File: src/rtl/lcd_cmd_sequencer.sv
// Character-LCD command sequencer: HD44780 power-on init, then valid/ready
// requests turned into timed nCS/nWR write cycles followed by busy-flag polls.
module lcd_cmd_sequencer #(
    parameter int PWRUP_CYC = 750000,
    parameter int CYC_HOLD  = 16,
    parameter int GAP_CYC   = 2,
    parameter int POLL_MAX  = 4095
) (
    input  logic       clk,
    input  logic       rst,
    input  logic       req_valid,
    output logic       req_ready,
    input  logic       req_rs,
    input  logic [7:0] req_data,
    output logic       init_done,
    output logic       busy,
    output logic       timeout_err,
    output logic       nCS,
    output logic       nWR,
    output logic       nRD,
    output logic       RS,
    output logic [7:0] db_out,
    output logic       db_oe,
    input  logic [7:0] db_in
);

    localparam int PWR_W  = $clog2(PWRUP_CYC + 1);
    localparam int CYC_MX = (CYC_HOLD > GAP_CYC) ? CYC_HOLD : GAP_CYC;
    localparam int CYC_W  = $clog2(CYC_MX + 1);
    localparam int POLL_W = $clog2(POLL_MAX + 1);

    typedef enum logic [2:0] {
        PWRUP, INIT_LOAD, WR, WR_GAP, RD, RD_GAP, IDLE
    } state_t;

    state_t            state, stateNxt;
    logic [PWR_W-1:0]  pwrCnt, pwrCntNxt;
    logic [CYC_W-1:0]  cycCnt, cycCntNxt;
    logic [POLL_W-1:0] pollCnt, pollCntNxt;
    logic [1:0]        initIdx, initIdxNxt;
    logic              rsLat, rsLatNxt;
    logic [7:0]        dataLat, dataLatNxt;
    logic              bfLat, bfLatNxt;
    logic              initDoneNxt, timeoutNxt;
    logic              wrPhase, wrGapPhase, rdPhase;

    // Only the busy flag is consumed; the address counter bits are ignored.
    logic unusedDbIn;
    assign unusedDbIn = ^db_in[6:0];

    function automatic logic [7:0] initRom(input logic [1:0] idx);
        case (idx)
            2'd0:    initRom = 8'h38;   // 8-bit bus, 2 lines, 5x8 font
            2'd1:    initRom = 8'h0C;   // display on, cursor off
            2'd2:    initRom = 8'h01;   // clear display
            default: initRom = 8'h06;   // entry mode: increment, no shift
        endcase
    endfunction

    // Next-state, counter and latch logic for the bus-cycle sequence.
    always_comb begin
        stateNxt    = state;
        pwrCntNxt   = pwrCnt;
        cycCntNxt   = cycCnt;
        pollCntNxt  = pollCnt;
        initIdxNxt  = initIdx;
        rsLatNxt    = rsLat;
        dataLatNxt  = dataLat;
        bfLatNxt    = bfLat;
        initDoneNxt = init_done;
        timeoutNxt  = timeout_err;
        case (state)
            PWRUP: begin
                if (pwrCnt == PWR_W'(PWRUP_CYC - 1)) begin
                    stateNxt   = INIT_LOAD;
                    initIdxNxt = 2'd0;
                    pwrCntNxt  = '0;
                end else begin
                    pwrCntNxt = pwrCnt + PWR_W'(1);
                end
            end
            INIT_LOAD: begin
                rsLatNxt   = 1'b0;
                dataLatNxt = initRom(initIdx);
                cycCntNxt  = '0;
                stateNxt   = WR;
            end
            WR: begin
                if (cycCnt == CYC_W'(CYC_HOLD - 1)) begin
                    stateNxt  = WR_GAP;
                    cycCntNxt = '0;
                end else begin
                    cycCntNxt = cycCnt + CYC_W'(1);
                end
            end
            WR_GAP: begin
                pollCntNxt = '0;
                if (cycCnt == CYC_W'(GAP_CYC - 1)) begin
                    stateNxt  = RD;
                    cycCntNxt = '0;
                end else begin
                    cycCntNxt = cycCnt + CYC_W'(1);
                end
            end
            RD: begin
                if (cycCnt == CYC_W'(CYC_HOLD - 1)) begin
                    bfLatNxt  = db_in[7];
                    stateNxt  = RD_GAP;
                    cycCntNxt = '0;
                end else begin
                    cycCntNxt = cycCnt + CYC_W'(1);
                end
            end
            RD_GAP: begin
                if (cycCnt == CYC_W'(GAP_CYC - 1)) begin
                    cycCntNxt = '0;
                    if (!bfLat) begin
                        if (init_done) begin
                            stateNxt = IDLE;
                        end else if (initIdx == 2'd3) begin
                            initDoneNxt = 1'b1;
                            stateNxt    = IDLE;
                        end else begin
                            initIdxNxt = initIdx + 2'd1;
                            stateNxt   = INIT_LOAD;
                        end
                    end else begin
                        pollCntNxt = pollCnt + POLL_W'(1);
                        if (pollCnt == POLL_W'(POLL_MAX - 1)) begin
                            timeoutNxt = 1'b1;
                            stateNxt   = IDLE;
                        end else begin
                            stateNxt = RD;
                        end
                    end
                end else begin
                    cycCntNxt = cycCnt + CYC_W'(1);
                end
            end
            IDLE: begin
                // req_ready is registered and already folds in init_done/timeout_err
                if (req_valid && req_ready) begin
                    rsLatNxt   = req_rs;
                    dataLatNxt = req_data;
                    cycCntNxt  = '0;
                    stateNxt   = WR;
                end
            end
            default: stateNxt = PWRUP;
        endcase
    end

    // State, counters and request latches; reset drops any in-flight request.
    always_ff @(posedge clk or posedge rst) begin
        if (rst) begin
            state       <= PWRUP;
            pwrCnt      <= '0;
            cycCnt      <= '0;
            pollCnt     <= '0;
            initIdx     <= 2'd0;
            rsLat       <= 1'b0;
            dataLat     <= 8'h00;
            bfLat       <= 1'b0;
            init_done   <= 1'b0;
            timeout_err <= 1'b0;
        end else begin
            state       <= stateNxt;
            pwrCnt      <= pwrCntNxt;
            cycCnt      <= cycCntNxt;
            pollCnt     <= pollCntNxt;
            initIdx     <= initIdxNxt;
            rsLat       <= rsLatNxt;
            dataLat     <= dataLatNxt;
            bfLat       <= bfLatNxt;
            init_done   <= initDoneNxt;
            timeout_err <= timeoutNxt;
        end
    end

    // Outputs are decoded from the next state so every pin is a flop that
    // switches on the same edge as the state it belongs to.
    assign wrPhase    = (stateNxt == WR);
    assign wrGapPhase = (stateNxt == WR_GAP);
    assign rdPhase    = (stateNxt == RD);

    // Registered bus strobes, data and handshake/status outputs.
    always_ff @(posedge clk or posedge rst) begin
        if (rst) begin
            nCS       <= 1'b1;
            nWR       <= 1'b1;
            nRD       <= 1'b1;
            RS        <= 1'b0;
            db_out    <= 8'h00;
            db_oe     <= 1'b0;
            req_ready <= 1'b0;
            busy      <= 1'b1;
        end else begin
            nCS       <= !(wrPhase || rdPhase);
            nWR       <= !wrPhase;
            nRD       <= !rdPhase;
            // RS and data are held through the write gap for LCD hold time
            RS        <= (wrPhase || wrGapPhase) ? rsLatNxt : 1'b0;
            db_out    <= (wrPhase || wrGapPhase) ? dataLatNxt : 8'h00;
            db_oe     <= wrPhase || (wrGapPhase && (cycCntNxt == '0));
            req_ready <= (stateNxt == IDLE) && initDoneNxt && !timeoutNxt;
            busy      <= (stateNxt != IDLE);
        end
    end

endmodule
File: config.mk
export PLATFORM = sky130hd
export DESIGN_NAME = lcd_cmd_sequencer
export DESIGN_NICKNAME = d
export VERILOG_FILES = /design/src/rtl/lcd_cmd_sequencer.sv
export SDC_FILE = /design/constraint.sdc
export NUM_CORES = 1
export LEC_CHECK = 0
export ABC_CLOCK_PERIOD_IN_PS = 3590
export CORE_MARGIN = 2
export CORE_UTILIZATION = 45
export CTS_BUF_LIST = sky130_fd_sc_hd__clkbuf_16
export CTS_CLUSTER_DIAMETER = 60
export DETAILED_ROUTE_END_ITERATION = 10
export PLACE_DENSITY_LB_ADDON = 0.05
export SYNTH_ARGS = -nofsm -noshare
export SYNTH_HDL_FRONTEND = slang
export SYNTH_SLANG_ARGS = --single-unit
export TNS_END_PERCENT = 50
File: constraint.sdc
create_clock -name clk -period 3.59 [get_ports clk]
set_input_delay 0.5385 -clock clk [delete_from_list [all_inputs] [get_ports clk]]
set_output_delay 0.5385 -clock clk [all_outputs]
set_load 0.02 [all_outputs]
==> results.yml, run 1 <==
global_routing:
  grt_busiest_layer: "met1"
  grt_usage: 0.186
  grt_pass1_vias: 2527
  grt_pass1_wl_um: 12300
  grtUsageMet1: 0.272
  use_met2: 0.264
  met3_usage: 0.0460
  grt_max_degree: 43
  antenna_found_initial: 0
  grt_overflow: 0
die:
  core_um2: 7330
  floorplan.initialDensity: 0.471
  rows: 31
  ios: 37
  die_w_um: 91.6
  die-area_um2: 8390
  dieHeight_um: 91.6
routing:
  first_iter_violations: 139
  routed_via_density: 5.37
  drt_wl_total_um: 7020
  wl_per_cell_um: 14.5
  vias: 2601
  ant_nets: 0
  route.detailed.drc: 0
  dr.pass1.iters: 4
sta:
  final.setup.tns_ns: 0
  setup_viol_count_final: 0
  hold_viol: 0
  finalCritPeriodShare: 0.708
  max_freq_mhz: 393
  period_minus_slack_ns: 2.54
  slew_viol_final: 0
  grt_setup_unrepaired: "false"
  slew_headroom: 0.527
  layout_setup_ws_ns: 1.05
  worst_pin_slew_ns: 0.700
  skew_ns: 0.00424
clock_network:
  clkTransAtPathRegs_ns: 0.06
  postCtsSetupBuffers: 0
  clockRootBuffer: "clkbuf_16"
  insertion_delay_ns: 0.33
  ctsHoldBuffers: 0
  cts.sinks: 69
  cts_buffer_depth: 2
  htreeDepth: 3
  cts_tree: "built"
  cts_resized: 0
  cts_inserted_buffers: 9
yosys:
  synth_area_leaders: "dfrtp_1 (47%), ha_1 (4.3%), nand2_1 (3.9%)"
  ys_seq_area_frac: 0.501
  synth_top_cells_by_count: "dfrtp_1 (65), nand2_1 (36), nor2_1 (23)"
  netlist-cell-type-count: 55
  netlist_area_um2: 3450
  netlist.top_cell.by_area: "dfrtp_1"
  synth_ff_type: "dfrtp_1"
  synth_edf_count: 0
  syn_area_per_cell_um2: 9.96
  ys_seq_elements: 69
  yosys_warnings: 0
  synth.most_common_cell: "dfrtp_1"
  syn_nets: 379
  netlist.area_leader.share: 0.471
  synth_cells: 347
  async_flop_share: 1.00
worst_hold_path:
  min_path_type: "register to register"
  hold_path_end: "dataLat[0]"
  hold_depth: 1
  hold_start: "dataLat[0]"
finish:
  n_antenna_cell: 0
  layout-drive-gt1-share: 0.0935
  final_nets: 413
  syn2layout_area_growth_pct: 21.7
  fill_cells: 654
power:
  p_sw_frac: 0.187
  internal_power_w: 0.00147
  leakagePower_nw: 1.86
  seq_power_share: 0.432
  p_per_area_nw_per_um2: 429
  peakVddDrop_mv: 0.402
  switchingPower_w: 0.000337
  p_comb_frac: 0.017
  power_w: 0.00180
  pwr-share-clk: 0.551
setup_path:
  end_kind: "register"
  r2r_end: "pollCnt[7]"
  crit_required_ns: 3.84
  regToRegSetupSlack_ns: 1.05
  worstSetupStartpointType: "register"
  crit_type: "register to register"
  r2r_cells: 5
  r2r-start: "state[0]"
  critPathMaxFanout: 18
  cp.arrival_ns: 2.79
place:
  place_ws_ns: 1.03
  gp_congestion: 0.810
  hpwl_um: 5000
  io_buffers: 29
run_status:
  status: "completed"
job:
  cap_violations: 0
## metrics by stage
step	instance area, um^2	cells	hold WS [ns]	utilization
final	4200	484	0.471	0.573
after CTS	4200	484	0.475	0.573
after global placement	3870	469	0.455	0.528
after global routing	4200	484	0.509	0.573
after floorplan	3450	347	0.438	-
after detailed placement	3870	469	0.458	0.528
## sequential cells by signal (all words and copies together) (netlist names)
signal       count
pwrCnt          20
rsLat            1
cycCnt           5
initIdx          2
db_oe            1
nCS              1
bfLat            1
db_out           8
req_ready        1
pollCnt         12
RS               1
state            3
nWR              1
nRD              1
init_done        1
timeout_err      1
dataLat          8
busy             1
## cells in the final DEF (no fill, tap or decap), drive strengths merged, types with 5 or more instances in the layout
cell type | synthesis | routed
and3 | 5 | 5
ha | 12 | 12
and2 | 10 | 10
nor2b | 6 | 6
o21ai | 21 | 21
nor3 | 12 | 12
dfrtp | 65 | 65
a21oi | 14 | 14
nand2 | 36 | 36
clkdlybuf4s50 | 0 | 29
xor2 | 5 | 5
inv | 18 | 19
xnor2 | 14 | 14
nor2 | 23 | 23
clkbuf | 5 | 9
or3 | 12 | 12
nand3 | 15 | 15
nand4 | 7 | 7
## metal layers
metal / share of wire / wire (um)
met1: 0.51 / 3550
met2: 0.42 / 2980
met3: 0.051 / 359
met4: 0.018 / 127
met5: 0 / 0
## worst max path at each step
| stage | startpoint | to | slack (ns) |
|---|---|---|---|
| detailed placement | state[0] | pollCnt[10] | 1.03 |
| floorplan | rst | RS | 1.32 |
| global route | state[0] | pollCnt[9] | 0.79 |
| CTS | state[0] | pollCnt[5] | 1.01 |
| finish | state[0] | pollCnt[7] | 1.05 |
| global placement | state[0] | pollCnt[10] | 1.11 |
## cells by family (layout without fill, tap and decap cells)
logic type | count (synthesis) | count (layout) | synth area share
fa+ha+maj | 12 | 12 | 0.0435
flops | 69 | 69 | 0.501
xor+xnor | 19 | 19 | 0.0482
compound gates | 59 | 59 | 0.111
simple gates | 158 | 158 | 0.257
mux | 3 | 3 | 0.00905
buf+inv | 27 | 65 | 0.0301
## critical path: stages (launching register included)
cell,delay [ns]
dfrtp_1,0.68
and3b_1,0.55
a21oi_2,0.10
or4_1,0.63
or3_1,0.35
a21oi_1,0.14
## power groups by stage
| stage | clock [W] | sequential, W | combinational (W) |
|---|---|---|---|
| floorplan | 0 | 0.000792 | 0.0000114 |
| global placement | 0 | 0.000792 | 0.0000326 |
| detailed placement | 0 | 0.000792 | 0.0000326 |
| CTS | 0.00102 | 0.000778 | 0.0000328 |
| global route | 0.00105 | 0.000778 | 0.0000358 |
| finish | 0.000994 | 0.000778 | 0.0000310 |
## layout make-up
class	count	area, um^2	share of cell area
clock inverters	6	111	0.0265
flip-flops and latches	69	1730	0.412
inverters	18	67.6	0.0161
well taps	99	124	0.0295
multi-input cells	251	1620	0.385
repair buffers	32	325	0.0774
clock buffers	9	225	0.0536
Power figures use the tool's default switching activity.
==> inputs of run 2 (changes only) <==
- ABC_CLOCK_PERIOD_IN_PS: 3590 -> 2640
- clock period: 3.59 -> 2.64 ns (I/O delays scaled with it)
==> run 2 against run 1 <==
Count of clock-buffer cells in the layout unchanged. Via count up 1.8%. Cell count is 1.4% higher. Largest cell class unchanged. Core utilization up 0.55 points. Critical endpoint is now db_oe. Combinational power is 42% higher. Cell area is 0.95% higher. Wire length rose by 4.2%.
==> results.yml, run 2 (synthesis results as in run 1) <==
sta:
  max_freq_mhz: 410
  grt_setup_unrepaired: "false"
  slew_viol_final: 0
  finalHoldWorstSlack_ns: 0.300
  period_minus_slack_ns: 2.44
  final.setup.tns_ns: 0
  slew_headroom: 0.548
  hold_viol: 0
  skew_ns: 0.00646
  setup_viol_count_final: 0
  layout_setup_ws_ns: 0.201
  worst_pin_slew_ns: 0.677
  finalCritPeriodShare: 0.924
place:
  io_buffers: 29
  hpwl_um: 5210
  gp_congestion: 0.818
  place_ws_ns: 0.200
  post-place-cells: 475
finish:
  finalNonFillerCells: 491
  layout-drive-gt1-share: 0.112
  final_cell_mix: "dfrtp_1 (65), nand2_1 (36), clkdlybuf4s50_1 (29), nor2_1 (23), o21ai_0 (21)"
  syn2layout_area_growth_pct: 22.9
  regMostFlops: "pwrCnt"
  layout_commonest_cell: "dfrtp_1"
  n_antenna_cell: 0
  final_nets: 419
  largest_registers: "pwrCnt: 20 flops, pollCnt: 12 flops"
  largest_reg_flops: 20
die:
  die-area_um2: 8390
  floorplan.initialDensity: 0.471
  die_w_um: 91.6
  rows: 31
  dieHeight_um: 91.6
  ios: 37
  core_um2: 7330
global_routing:
  grt_max_degree: 37
  grt_pass1_wl_um: 12700
  grt_overflow: 0
  grt_usage: 0.193
  antenna_found_initial: 0
  grt_pass1_vias: 2654
setup_path:
  cp.arrival_ns: 2.68
  r2r_cells: 7
  critPathMaxFanout: 6
  end_kind: "register"
  crit_required_ns: 2.88
  crit_slowest_cell: "or4b_4"
  path_cells: "inv_1 > ha_1 > or4b_4 > nor4_1 > nor3b_2 > o21ai_0 > o22ai_1"
  cpPeakStageDelay_ns: 0.52
  worstSetupStartpointType: "register"
  crit_type: "register to register"
clock_network:
  insertion_delay_ns: 0.33
  ctsHoldBuffers: 0
  htreeDepth: 3
  cts_tree: "built"
  clockRootBuffer: "clkbuf_16"
  cts_inserted_buffers: 9
  postCtsSetupBuffers: 0
  cts_resized: 0
  cts_buffer_depth: 2
  cts.sinks: 69
  clkTransAtPathRegs_ns: 0.06
power:
  leakagePower_nw: 1.89
  p_per_area_nw_per_um2: 563
  power_w: 0.00239
  peakVddDrop_mv: 0.382
routing:
  routed_via_density: 5.39
  dr.pass1.iters: 4
  route.detailed.drc: 0
  vias: 2648
  drt_wl_total_um: 7320
  ant_nets: 0
  wl_per_cell_um: 14.9
  first_iter_violations: 119
run_status:
  status: "completed"
worst_hold_path:
  min_path_type: "input pin to asynchronous set/reset pin"
job:
  cap_violations: 0
-- run 2: path summary, 6_finish.rpt --
| path | from | endpoint | slack, ns |
|---|---|---|---|
| setup reg to reg | cycCnt[1] | db_oe | 0.20 |
| hold / removal | rst | pwrCnt[16] | 0.30 |
| min in group clk | dataLat[0] | dataLat[0] | 0.47 |
| setup / recovery | cycCnt[1] | db_oe | 0.20 |
| max in group asynchronous | rst | pollCnt[1] | 1.72 |
| hold reg to reg | dataLat[0] | dataLat[0] | 0.47 |
-- run 2: per-stage QoR --
| step | cell area, um^2 | utilization |
|---|---|---|
| floorplan | 3450 | - |
| global placement | 3910 | 0.534 |
| detailed placement | 3910 | 0.534 |
| CTS | 4240 | 0.578 |
| global route | 4240 | 0.579 |
| finish | 4240 | 0.579 |
-- run 2: where the power goes --
group          leakage (nW)  switching [W]  internal (W)
Combinational         0.836      0.0000244     0.0000197
Clock                 0.156       0.000458      0.000831
Sequential            0.900              0       0.00106
-- run 2: final cells by class --
cell class | instances | area, um^2
clock buffers | 9 | 225
clock inverters | 7 | 98.8
fillers | 635 | 3090
inverters | 18 | 67.6
multi-input cells | 251 | 1630
flip-flops and latches | 69 | 1730
well taps | 99 | 124
repair buffers | 38 | 370
-- run 2: routing by layer --
metal | GRT usage | vias to the layer above | routed length, um
li1 | - | 1316 | -
met1 | 0.278 | 1261 | 3710
met2 | 0.275 | 59 | 3100
met3 | 0.0460 | 12 | 347
met4 | 0.0922 | 0 | 163
met5 | 0 | - | 0
-- run 2: worst max-delay path: cells and delay by family, from the launching register on --
family / cells / cell delay [ns]
buffers and inverters: 1 / 0.08
adder cells (fa/ha/maj): 1 / 0.17
flip-flops: 1 / 0.43
AND/OR/NAND/NOR: 3 / 1.24
AO/OA/AOI/OAI: 2 / 0.42
==> inputs of run 3 (changes only) <==
- CTS_BUF_LIST: sky130_fd_sc_hd__clkbuf_16 -> unset
- CTS_CLUSTER_DIAMETER: 60 -> 100
==> run 3 against run 2 <==
Combinational power hardly changed. Via count shrank 0.19%. Power shrank 14%. Cell area down 2.4%. Die area did not move. Cell count unchanged. Fmax rose by 0.12%. Critical path depth stayed put. Wire length down 0.87%. Critical path type unchanged. Critical endpoint unchanged.
==> results.yml, run 3 (synthesis results as in run 1) <==
run_status:
  status: "completed"
sta:
  skew_ns: 0.0118
  setup_viol_count_final: 0
  hold_viol: 0
  worst_pin_slew_ns: 0.692
  max_freq_mhz: 411
  slew_headroom: 0.537
  grt_setup_unrepaired: "false"
  period_minus_slack_ns: 2.44
  slew_viol_final: 0
  final.setup.tns_ns: 0
  finalCritPeriodShare: 0.923
routing:
  wl_met1_um: 3710
  ant_nets: 0
  vias: 2643
  drt_wl_total_um: 7250
  wl_per_cell_um: 14.8
  first_iter_violations: 134
  wl_met3_um: 338
  dr_wl_met2_um: 3090
  route.detailed.drc: 0
  routed.top_layer: "met4"
  routed_via_density: 5.38
  dr.pass1.iters: 4
finish:
  largest_reg_flops: 20
  fill_cells: 643
  regArea_um2: 1730
  final_area_um2: 4140
  final_cell_mix: "dfrtp_1 (65), nand2_1 (36), clkdlybuf4s50_1 (29), nor2_1 (23), o21ai_0 (21)"
  layout_commonest_cell: "dfrtp_1"
  multiInputGateArea_um2: 1630
  n_antenna_cell: 0
  largest_registers: "pwrCnt: 20 flops, pollCnt: 12 flops"
  regMostFlops: "pwrCnt"
  final_nets: 419
  syn2layout_area_growth_pct: 19.9
  layout-drive-gt1-share: 0.112
setup_path:
  crit_required_ns: 2.90
  critPathMaxFanout: 6
  crit_type: "register to register"
  end_kind: "register"
  cp.arrival_ns: 2.69
  worstSetupStartpointType: "register"
global_routing:
  grt_overflow: 0
  antenna_found_initial: 0
  grt_max_degree: 37
  grt_pass1_wl_um: 12600
  grt_pass1_vias: 2638
  grt_usage: 0.192
clock_network:
  ctsHoldBuffers: 0
  insertion_delay_ns: 0.35
  cts.sinks: 69
  clkTransAtPathRegs_ns: 0.09
  cts_inserted_buffers: 9
  cts_buffer_depth: 2
  clockRootBuffer: "clkbuf_8"
  htreeDepth: 3
  cts_tree: "built"
die:
  floorplan.initialDensity: 0.471
  ios: 37
  die_w_um: 91.6
  dieHeight_um: 91.6
  die-area_um2: 8390
  core_um2: 7330
  rows: 31
place:
  io_buffers: 29
  detailed_place.area_um2: 3910
  gp_congestion: 0.818
  hpwl_um: 5210
power:
  p_per_area_nw_per_um2: 498
  leakagePower_nw: 1.85
  peakVddDrop_mv: 0.340
job:
  cap_violations: 0
worst_hold_path:
  min_path_type: "input pin to asynchronous set/reset pin"
-- run 3: area by class of cell --
type | instances | area share
well taps | 99 | 0.0299
flip-flops and latches | 69 | 0.418
repair buffers | 38 | 0.0894
inverters | 18 | 0.0163
clock inverters | 7 | 0.0239
clock buffers | 9 | 0.0299
multi-input cells | 251 | 0.393
-- run 3: final timing paths --
path	start	end	slack, ns	cells after the start
max reg2reg	cycCnt[1]	db_oe	0.20	7
max in group asynchronous	rst	pollCnt[1]	1.74	3
min	rst	pwrCnt[15]	0.27	2
min in group clk	dataLat[0]	dataLat[0]	0.48	1
max	cycCnt[1]	db_oe	0.20	7
min reg2reg	dataLat[0]	dataLat[0]	0.48	1
-- run 3: what timing repair did --
| item | CTS | global route |
|---|---|---|
| endpoints found under the setup margin | 0 | 1 |
| setup buffers | 0 | 0 |
| resized for setup | 0 | 1 |
-- run 3: worst max-delay path, stage by stage (launching register included) --
cell and delay [ns]:
dfrtp_1 0.44, inv_1 0.08, ha_1 0.17, or4b_4 0.52, nor4_1 0.36, nor3b_2 0.36
o21ai_0 0.21, o22ai_1 0.21
-- run 3: power by group --
group	internal, W	switching, W
clock network	0.000536	0.000425
registers	0.00106	0
logic	0.0000197	0.0000243
total	0.00161	0.000450
-- run 3: routing by layer --
metal | track usage | up-vias
li1 | - | 1315
met1 | 0.281 | 1261
met2 | 0.271 | 56
met3 | 0.0435 | 11
met4 | 0.0884 | 0
met5 | 0 | -
-- run 3: stage by stage --
stage / worst slack (ns) / std cells / power [W] / utilization / hold slack (ns)
2_1_floorplan: 0.503 / 347 / 0.00109 / - / 0.438
3_3_place_gp: 0.283 / 475 / 0.00112 / 0.534 / 0.455
3_5_place_dp: 0.200 / 475 / 0.00112 / 0.534 / 0.456
4_1_cts: 0.179 / 491 / 0.00209 / 0.564 / 0.265
5_1_grt: 0.0561 / 491 / 0.00214 / 0.565 / 0.282
6_report: 0.204 / 491 / 0.00206 / 0.565 / 0.271
